File: src/rtl/key_step_pkg.sv
// Shared FSM encodings, default timing constants and counter sizing for the key step front end.
package key_step_pkg;

  localparam logic [1:0] IDLE         = 2'd0;
  localparam logic [1:0] PRESS_WAIT   = 2'd1;
  localparam logic [1:0] HELD         = 2'd2;
  localparam logic [1:0] RELEASE_WAIT = 2'd3;

  localparam int DEF_DEBOUNCE_CYCLES = 500000;
  localparam int DEF_SYNC_STAGES     = 2;
  localparam int DEF_REPEAT_DELAY    = 25000000;
  localparam int DEF_REPEAT_RATE     = 5000000;

  function automatic int cnt_width(input int cycles);
    return (cycles < 2) ? 1 : $clog2(cycles);
  endfunction

endpackage

File: src/rtl/key_step_gen_debounce_filter.sv
// Synchronizer plus debounce filter for a slow level input; level moves only after a
// full debounce window of stable samples of the new value.
module debounce_filter
  import key_step_pkg::*;
#(
  parameter int SYNC_STAGES     = DEF_SYNC_STAGES,
  parameter int DEBOUNCE_CYCLES = DEF_DEBOUNCE_CYCLES
) (
  input  logic clk,
  input  logic reset,
  input  logic raw,
  output logic level
);

  localparam int CW = cnt_width(DEBOUNCE_CYCLES);
  localparam logic [CW-1:0] CNT_LAST = CW'(DEBOUNCE_CYCLES - 1);

  logic [SYNC_STAGES-1:0] sync_q;
  logic                   sample;
  logic                   level_q;
  logic                   pending_q;
  logic [CW-1:0]          cnt_q;

  assign sample = sync_q[SYNC_STAGES-1];
  assign level  = level_q;

  always_ff @(posedge clk) begin
    if (reset) begin
      sync_q <= '0;
    end else begin
      sync_q <= {sync_q[SYNC_STAGES-2:0], raw};
    end
  end

  // The first differing sample arms the filter, then DEBOUNCE_CYCLES more must agree,
  // which keeps this path exactly as slow as the key press path.
  always_ff @(posedge clk) begin
    if (reset) begin
      level_q   <= 1'b0;
      pending_q <= 1'b0;
      cnt_q     <= '0;
    end else if (!pending_q) begin
      if (sample != level_q) begin
        pending_q <= 1'b1;
        cnt_q     <= '0;
      end
    end else if (sample == level_q) begin
      pending_q <= 1'b0;
      cnt_q     <= '0;
    end else if (cnt_q == CNT_LAST) begin
      level_q   <= sample;
      pending_q <= 1'b0;
      cnt_q     <= '0;
    end else begin
      cnt_q <= cnt_q + CW'(1);
    end
  end

endmodule

File: src/rtl/key_step_gen.sv
// Pushbutton front end: one clean step pulse per debounced press plus a debounced direction.
// Optional auto-repeat while held is enabled with the macro KEY_STEP_AUTO_REPEAT_EN.
module key_step_gen
  import key_step_pkg::*;
#(
  parameter int DEBOUNCE_CYCLES = DEF_DEBOUNCE_CYCLES,
  parameter int SYNC_STAGES     = DEF_SYNC_STAGES,
  parameter int REPEAT_DELAY    = DEF_REPEAT_DELAY,
  parameter int REPEAT_RATE     = DEF_REPEAT_RATE
) (
  input  logic clk,
  input  logic reset,
  input  logic key_n,
  input  logic sw_raw,
  output logic step,
  output logic dir,
  output logic pressed
);

  localparam int CW = cnt_width(DEBOUNCE_CYCLES);
  localparam logic [CW-1:0] CNT_LAST = CW'(DEBOUNCE_CYCLES - 1);

  if (DEBOUNCE_CYCLES < 2 || SYNC_STAGES < 2 || REPEAT_DELAY < 1 || REPEAT_RATE < 1) begin : g_bad_params
    $error("key_step_gen: parameter out of range");
  end

  logic [SYNC_STAGES-1:0] key_sync_q;
  logic                   kp;
  logic [1:0]             state_q, state_d;
  logic [CW-1:0]          cnt_q, cnt_d;
  logic                   step_q, step_d;
  logic                   pressed_q, pressed_d;
  logic                   dir_q;
  logic                   sw_level;
  logic                   rpt_fire;

  assign kp      = key_sync_q[SYNC_STAGES-1];
  assign step    = step_q;
  assign pressed = pressed_q;
  assign dir     = dir_q;

  always_ff @(posedge clk) begin
    if (reset) begin
      key_sync_q <= '0;
    end else begin
      key_sync_q <= {key_sync_q[SYNC_STAGES-2:0], ~key_n};
    end
  end

`ifdef KEY_STEP_AUTO_REPEAT_EN
  localparam int RMAX = (REPEAT_DELAY > REPEAT_RATE) ? REPEAT_DELAY : REPEAT_RATE;
  localparam int RCW  = cnt_width(RMAX);
  localparam logic [RCW-1:0] RPT_FIRST = RCW'(REPEAT_DELAY - 1);
  localparam logic [RCW-1:0] RPT_NEXT  = RCW'(REPEAT_RATE - 1);

  logic [RCW-1:0] rpt_cnt_q;
  logic           rpt_first_q;

  // Repeats only follow a real accepted press; a key held through reset lands in HELD
  // with pressed low and must stay silent.
  assign rpt_fire = (state_q == HELD) && kp && pressed_q &&
                    (rpt_cnt_q == (rpt_first_q ? RPT_FIRST : RPT_NEXT));

  always_ff @(posedge clk) begin
    if (reset || state_q != HELD || !kp) begin
      rpt_cnt_q   <= '0;
      rpt_first_q <= 1'b1;
    end else if (rpt_fire) begin
      rpt_cnt_q   <= '0;
      rpt_first_q <= 1'b0;
    end else if (rpt_cnt_q != '1) begin
      rpt_cnt_q <= rpt_cnt_q + RCW'(1);
    end
  end
`else
  assign rpt_fire = 1'b0;
`endif

  always_comb begin
    state_d   = state_q;
    cnt_d     = cnt_q;
    step_d    = 1'b0;
    pressed_d = pressed_q;
    case (state_q)
      IDLE: begin
        if (kp) begin
          state_d = PRESS_WAIT;
          cnt_d   = '0;
        end
      end
      PRESS_WAIT: begin
        if (!kp) begin
          state_d = IDLE;
        end else if (cnt_q == CNT_LAST) begin
          state_d   = HELD;
          step_d    = 1'b1;
          pressed_d = 1'b1;
        end else begin
          cnt_d = cnt_q + CW'(1);
        end
      end
      HELD: begin
        if (!kp) begin
          state_d = RELEASE_WAIT;
          cnt_d   = '0;
        end else begin
          step_d = rpt_fire;
        end
      end
      default: begin
        // RELEASE_WAIT: a bounce back to pressed resumes HELD without a new step.
        if (kp) begin
          state_d = HELD;
        end else if (cnt_q == CNT_LAST) begin
          state_d   = IDLE;
          pressed_d = 1'b0;
        end else begin
          cnt_d = cnt_q + CW'(1);
        end
      end
    endcase
  end

  always_ff @(posedge clk) begin
    if (reset) begin
      state_q   <= RELEASE_WAIT;
      cnt_q     <= '0;
      step_q    <= 1'b0;
      pressed_q <= 1'b0;
    end else begin
      state_q   <= state_d;
      cnt_q     <= cnt_d;
      step_q    <= step_d;
      pressed_q <= pressed_d;
    end
  end

  debounce_filter #(
    .SYNC_STAGES     (SYNC_STAGES),
    .DEBOUNCE_CYCLES (DEBOUNCE_CYCLES)
  ) u_dir_filter (
    .clk   (clk),
    .reset (reset),
    .raw   (sw_raw),
    .level (sw_level)
  );

  // Extra stage so a switch change resolving together with a press shows up after the step.
  always_ff @(posedge clk) begin
    if (reset) begin
      dir_q <= 1'b0;
    end else begin
      dir_q <= sw_level;
    end
  end

endmodule

File: config.mk
export PLATFORM = sky130hd
export DESIGN_NAME = key_step_gen
export DESIGN_NICKNAME = d
export VERILOG_FILES = /design/src/rtl/key_step_pkg.sv /design/src/rtl/key_step_gen_debounce_filter.sv /design/src/rtl/key_step_gen.sv
export SDC_FILE = /design/constraint.sdc
export NUM_CORES = 1
export LEC_CHECK = 0
export CELL_PAD_IN_SITES_DETAIL_PLACEMENT = 1
export CELL_PAD_IN_SITES_GLOBAL_PLACEMENT = 2
export CORE_ASPECT_RATIO = 2
export CORE_MARGIN = 4
export CORE_UTILIZATION = 25
export CTS_CLUSTER_SIZE = 14
export DETAILED_ROUTE_END_ITERATION = 7
export PLACE_DENSITY_LB_ADDON = 0.1
export SLEW_MARGIN = 40
export SYNTH_ARGS = -nofsm -noshare
export SYNTH_HDL_FRONTEND = slang
export SYNTH_HIERARCHICAL = 1
export SYNTH_SLANG_ARGS = --single-unit
File: constraint.sdc
create_clock -name clk -period 4.55 [get_ports clk]
set_input_delay 0.91 -clock clk [delete_from_list [all_inputs] [get_ports clk]]
set_output_delay 0.91 -clock clk [all_outputs]
set_load 0.02 [all_outputs]
==> results of run 1 <==
## power groups by stage
stage / Sequential (W) / Clock (W) / Combinational [W]
2_1_floorplan: 0.000478 / 0 / 0.000140
3_3_place_gp: 0.000489 / 0 / 0.000191
3_5_place_dp: 0.000488 / 0 / 0.000192
4_1_cts: 0.000479 / 0.000401 / 0.000192
5_1_grt: 0.000482 / 0.000418 / 0.000212
6_report: 0.000478 / 0.000383 / 0.000186
## worst min-delay path by stage
| stage | cells past startpoint | end | from |
|---|---|---|---|
| global route | 1 | u_dir_filter/sync_q[1] | u_dir_filter/sync_q[0] |
| CTS | 1 | key_sync_q[1] | key_sync_q[0] |
| finish | 1 | u_dir_filter/sync_q[1] | u_dir_filter/sync_q[0] |
| floorplan | 1 | key_sync_q[1] | key_sync_q[0] |
| global placement | 1 | key_sync_q[1] | key_sync_q[0] |
| detailed placement | 1 | key_sync_q[1] | key_sync_q[0] |
## sequential cells by signal (all words and copies together) (netlist names), 2 cells and up, named ones only
name,count
cnt_q,19
u_dir_filter/sync_q,2
u_dir_filter/cnt_q,19
key_sync_q,2
## metrics by stage
step	utilization	total power [W]
floorplan	-	0.000618
global placement	0.275	0.000680
detailed placement	0.275	0.000680
CTS	0.289	0.00107
global route	0.290	0.00111
finish	0.290	0.00105
## per-layer routing
layer | up-vias | GRT usage | wire [um]
met3 | 12 | 0.0178 | 96
met2 | 15 | 0.261 | 4610
met4 | 0 | 0.0548 | 221
met5 | - | 0 | 0
met1 | 1116 | 0.126 | 2690
li1 | 1112 | - | -
## critical path, stage by stage
cell and delay [ns]:
clkdlybuf4s50_1 0.70, buf_4 0.33, nor3_4 0.27, o21ai_4 0.20, or3_1 0.38, o21ai_1 0.08
## synth_stat cells, types with 2 or more instances
cell      count  area share
dfxtp_1      49        0.37
nor2_1       28       0.040
nand2_1      17       0.024
nand3_1      15       0.029
nor3_1       15       0.029
xnor2_1      14       0.047
inv_1        12       0.017
o21ai_1      10       0.019
or3_1        10       0.024
a21oi_1       9       0.017
nor2b_1       7       0.017
o21ai_0       7       0.013
nand2b_1      6       0.014
nand4_1       6       0.014
nor4_1        6       0.014
a21o_1        5       0.014
and3_1        5       0.012
clkbuf_1      5      0.0072
ha_1          5       0.024
a31oi_1       4      0.0096
mux2i_1       4       0.015
nor3b_1       4       0.011
xor2_1        4       0.013
buf_2         3      0.0057
o211ai_1      3      0.0086
o32ai_1       3       0.010
nand3_2       2      0.0076
nand4_2       2      0.0096
nor2_2        2      0.0048
nor3_2        2      0.0076
nor4_2        2      0.0096
nor4b_1       2      0.0067
o21a_1        2      0.0057
o31ai_1       2      0.0057
or3b_2        2      0.0067
or4b_1        2      0.0076
## logic make-up (layout without fill, tap and decap cells)
kind of cell / count (synthesis) / after routing
compound gates: 56 / 56
xor+xnor: 18 / 18
fa+ha+maj: 5 / 5
buf+inv: 22 / 27
flops: 49 / 49
mux: 4 / 4
simple gates: 148 / 148
## final cells by class
class                   instances  area (um^2)  share of cell area
well taps                     135          169              0.0571
multi-input cells             231         1550               0.524
inverters                      12         45.0              0.0152
repair buffers                  8         72.6              0.0245
flip-flops and latches         49          981               0.331
clock buffers                   7          143              0.0482
## cell usage in the layout (no fill, tap or decap), types with 4 or more instances in the layout
cell type,count
nor3_1,15
ha_1,5
xor2_1,4
xnor2_1,14
nor2b_1,7
a21oi_1,9
o21ai_0,7
a21o_1,5
a31oi_1,4
mux2i_1,4
and3_1,5
nand4_1,6
nand3_1,15
nor4_1,6
or3_1,10
dfxtp_1,49
inv_1,12
nand2b_1,6
o21ai_1,10
clkdlybuf4s50_1,6
nor2_1,28
nor3b_1,4
clkbuf_16,5
nand2_1,17
==> metrics, run 1 <==
status=finished, final reports clean; initial antenna violation count=0; flops & latches, synth=between 40 and 50; Core Box Area=~10,000 um^2; CP arrival=roughly 2.9 ns; final cell count without fillers=442; synth unique cells=62; Post-CTS Setup Inserts=0; maximum clock insertion buffer count=2; # hold bufs at CTS=0; Cell Pwr Density=354 nW/um^2; net load switching power=0.000310 W; sequential group share of total power=0.456; total wire length=7620 um; drt pass-1 iters=4; post-route setup slack=approximately 1.9 ns; fmax=376 MHz; Sw Ratio=0.296; Post-Synth XOR/XNOR Area=0.0602; worst slew pin tran=0.656 ns; maximum vdd drop=about 0.13 mV; endpoints failing hold=0; Routed WL per cell=17.2 um; Worst Setup SP=reset; DRC Markers=0; Diodes inserted=0; Core Rows=52; CTS buffer count=5; HPWL Detailed=5830 um; Leak Pwr=0.943 nW; die area=12,300 um^2; Post-Syn Area=2620 um^2; main combinational cell family by area after synthesis=simple AND/OR/NAND/NOR gates; Net Count, Synth=311; Final Setup Violations=0; Root Driver=clkbuf_16; Initial Util=0.256; skew final=about 0.0035 ns; Placed Cells=434; RSZ-0062 raised after global routing=no; first-pass GRT wire length=12,300 um; TNS Setup=0 ns; Crit. End Element=register; post-synthesis sequential area ratio=0.375; Chip Height=153 um; post-route ant nets=0; worst skew pair latency=0.29 ns; fin. max-slew vios=0; Mean Syn Cell Area=8.67 um^2; input/output buffers=6; IO Count=7; vias in the first global route=2,352; # clock sinks=around 50; Syn Inst Count=between 300 and 400; GRT Resource Usage Total=0.131; Worst-path clk slew=0.07 ns; Finished Cell Area=2960 um^2; min cycle time layout=2.66 ns; Logic pwr share=0.178; gpl congestion=0.767; Post-Synth Simple-Gate Area=0.345; worst r2r path cells=6; DR vias=2,255; crit-path max FO=16; Setup WS pre-CTS=roughly 1.5 ns; relative slew slack=0.562; Int Pwr=0.000738 W; Starting DRT DRC Count=61; Synth Area in Compound Gates=0.145; Final period util=0.584; CTS tree=done; FFs w/ async S/R, synth=0; Layout area overhead=13.0%; Resize count post-CTS=0; die width=80.4 um; adder-cell share of the synthesized area=0.0239; drt via density=5.10; CP required=approximately 4.8 ns; critical path startpoint category=input pin; Clk pwr share=0.366; FILL cells=between 1k and 1.5k; Post-synth EDFFs=0; gr ovfl total=0; H-tree depth=2; warnings from Yosys=6; mux cell area share after synthesis=0.0153; hold_ws=between 0.4 and 0.5 ns; max-cap viol count=0; Final #Nets=316; crit path to=u_dir_filter/cnt_q[16]; share of layout cells above drive strength 1=0.104; reg2reg end=cnt_q[5]; worst r2r src=state_q[0]; largest net degree at the start of global routing=17; setup slack, reg-to-reg=1.94 ns; worst setup path class=in -> reg; Post-DP Area=2810 um^2; Synth Flop Type=dfxtp_1; Worst Hold Class=reg -> reg
Power figures use the tool's default switching activity.
==> inputs of run 2 (changes only) <==
==> constraint.sdc (replaced) <==
create_clock -name clk -period 2.2 [get_ports clk]
set_input_delay 0.44 -clock clk [delete_from_list [all_inputs] [get_ports clk]]
set_output_delay 0.44 -clock clk [all_outputs]
set_load 0.02 [all_outputs]
==> run 2 against run 1 <==
Via count rose by 3.0%. Count of clock-buffer cells in the layout fell by 1. Die area did not move. Core utilization rose by 2.2 points. Final area rose by 7.7%. Highest routed layer unchanged.
==> metrics, run 2 (synthesis results as in run 1) <==
RSZ-0062 raised after global routing=no; Root Driver=clkbuf_16; Core Rows=52; Layout area overhead=21.7%; Routed WL per cell=17.5 um; Diodes inserted=0; die area=12,300 um^2; maximum clock insertion buffer count=2; vias in the first global route=approximately 2.5k; Chip Height=153 um; met2 GRT Util=0.313; DRC Markers=0; Leak Pwr=1.09 nW; Core Util, Final=0.312; relative slew slack=0.650; H-tree depth=2; gr ovfl total=0; initial antenna violation count=0; maximum vdd drop=0.284 mV; Final #Nets=344; skew final=0.00424 ns; # clock sinks=49; Worst-path clk slew=0.07 ns; max-cap viol count=0; DR vias=2,323; met1 Use GR=0.126; slowest cell on the critical path=or4_4; Initial Util=0.256; worst skew pair latency=0.29 ns; critical path startpoint category=register; Starting DRT DRC Count=47; drt pass-1 iters=4; die width=80.4 um; CP arrival=2.31 ns; Crit. End Element=register; hold_ws=0.451 ns; drt via density=4.94; most common cell after layout, fill and taps aside=dfxtp_1; CP required=2.39 ns; fmax=472 MHz; worst setup path class=reg -> reg; HPWL Detailed=6700 um; IO Count=7; worst path cell trace=or4b_1 > or4_4 > or2_4 > nor3_2; CTS tree=done; largest net degree at the start of global routing=16; CTS buffer count=5; Core Box Area=approximately 10,000 um^2; total wire length=8240 um; min cycle time layout=2.12 ns; gpl congestion=0.797; GR peak layer=met2; Cell Pwr Density=723 nW/um^2; input/output buffers=6; top flop regs=cnt_q: 19 flops, u_dir_filter/cnt_q: 19 flops; TNS Setup=0 ns; Final period util=0.963; GRT Resource Usage Total=0.146; Worst Hold Class=reg -> reg; worst stage delay on the critical path=0.61 ns; fin. max-slew vios=0; endpoints failing hold=0; commonest cells after routing, fill and taps aside=dfxtp_1, buf_4, nor2_1; met3 Resource Use GR=0.0160; first-pass GRT wire length=around 14,000 um; Final Setup Violations=0; share of layout cells above drive strength 1=0.185; worst slew pin tran=0.520 ns; post-route ant nets=0; status=finished, final reports clean; crit-path max FO=5; # hold bufs at CTS=0
[run 2: cell count changes in the layout (fill, tap and decap cells not counted), sizes merged]
cell / before / now
buf: 2 / 30
clkbuf: 7 / 6
clkinvlp: 0 / 1
[run 2: critical path: cells and delay by family (launching register included)]
| family | cells | cell delay [ns] |
|---|---|---|
| simple gates | 4 | 1.69 |
| flops | 1 | 0.34 |
[run 2: area by class of cell]
class | instances | area (um^2)
fill | 1259 | 7030
tap | 135 | 169
clock buffer | 6 | 139
timing repair buffer | 36 | 298
clock inverter | 1 | 7.51
inverter | 12 | 45.0
sequential | 49 | 981
multi-input combinational | 231 | 1550
[run 2: worst paths after layout]
check	start	end	slack [ns]	cells after the start
hold reg to reg	key_sync_q[0]	key_sync_q[1]	0.45	1
setup reg to reg	cnt_q[12]	step	0.08	4
hold / removal	key_sync_q[0]	key_sync_q[1]	0.45	1
setup / recovery	cnt_q[12]	step	0.08	4
[run 2: what timing repair did]
action,4_1_cts,5_1_grt
gates resized for setup,0,1
setup endpoints to repair,0,4
setup buffers,0,1
[run 2: through the flow]
step | setup WS (ns) | std cells | power (W) | cell area, um^2
2_1_floorplan | 0.130 | 302 | 0.00128 | 2620
3_3_place_gp | 0.0503 | 462 | 0.00153 | 3030
3_5_place_dp | 0.0133 | 462 | 0.00153 | 3030
4_1_cts | 0.00118 | 469 | 0.00235 | 3180
5_1_grt | 0.0248 | 470 | 0.00245 | 3190
6_report | 0.0811 | 470 | 0.00230 | 3190
[run 2: routing by layer]
metal	routed length [um]	up-vias
met4	214	0
met5	0	-
met2	5330	15
li1	-	1159
met1	2620	1139
met3	76	10
[run 2: report_power, final]
group / total [W] / internal, W / switching (W)
sequential: 0.000973 / 0.000929 / 0.0000440
combinational: 0.000533 / 0.000239 / 0.000294
clock: 0.000799 / 0.000447 / 0.000351
total: 0.00230 / 0.00161 / 0.000689
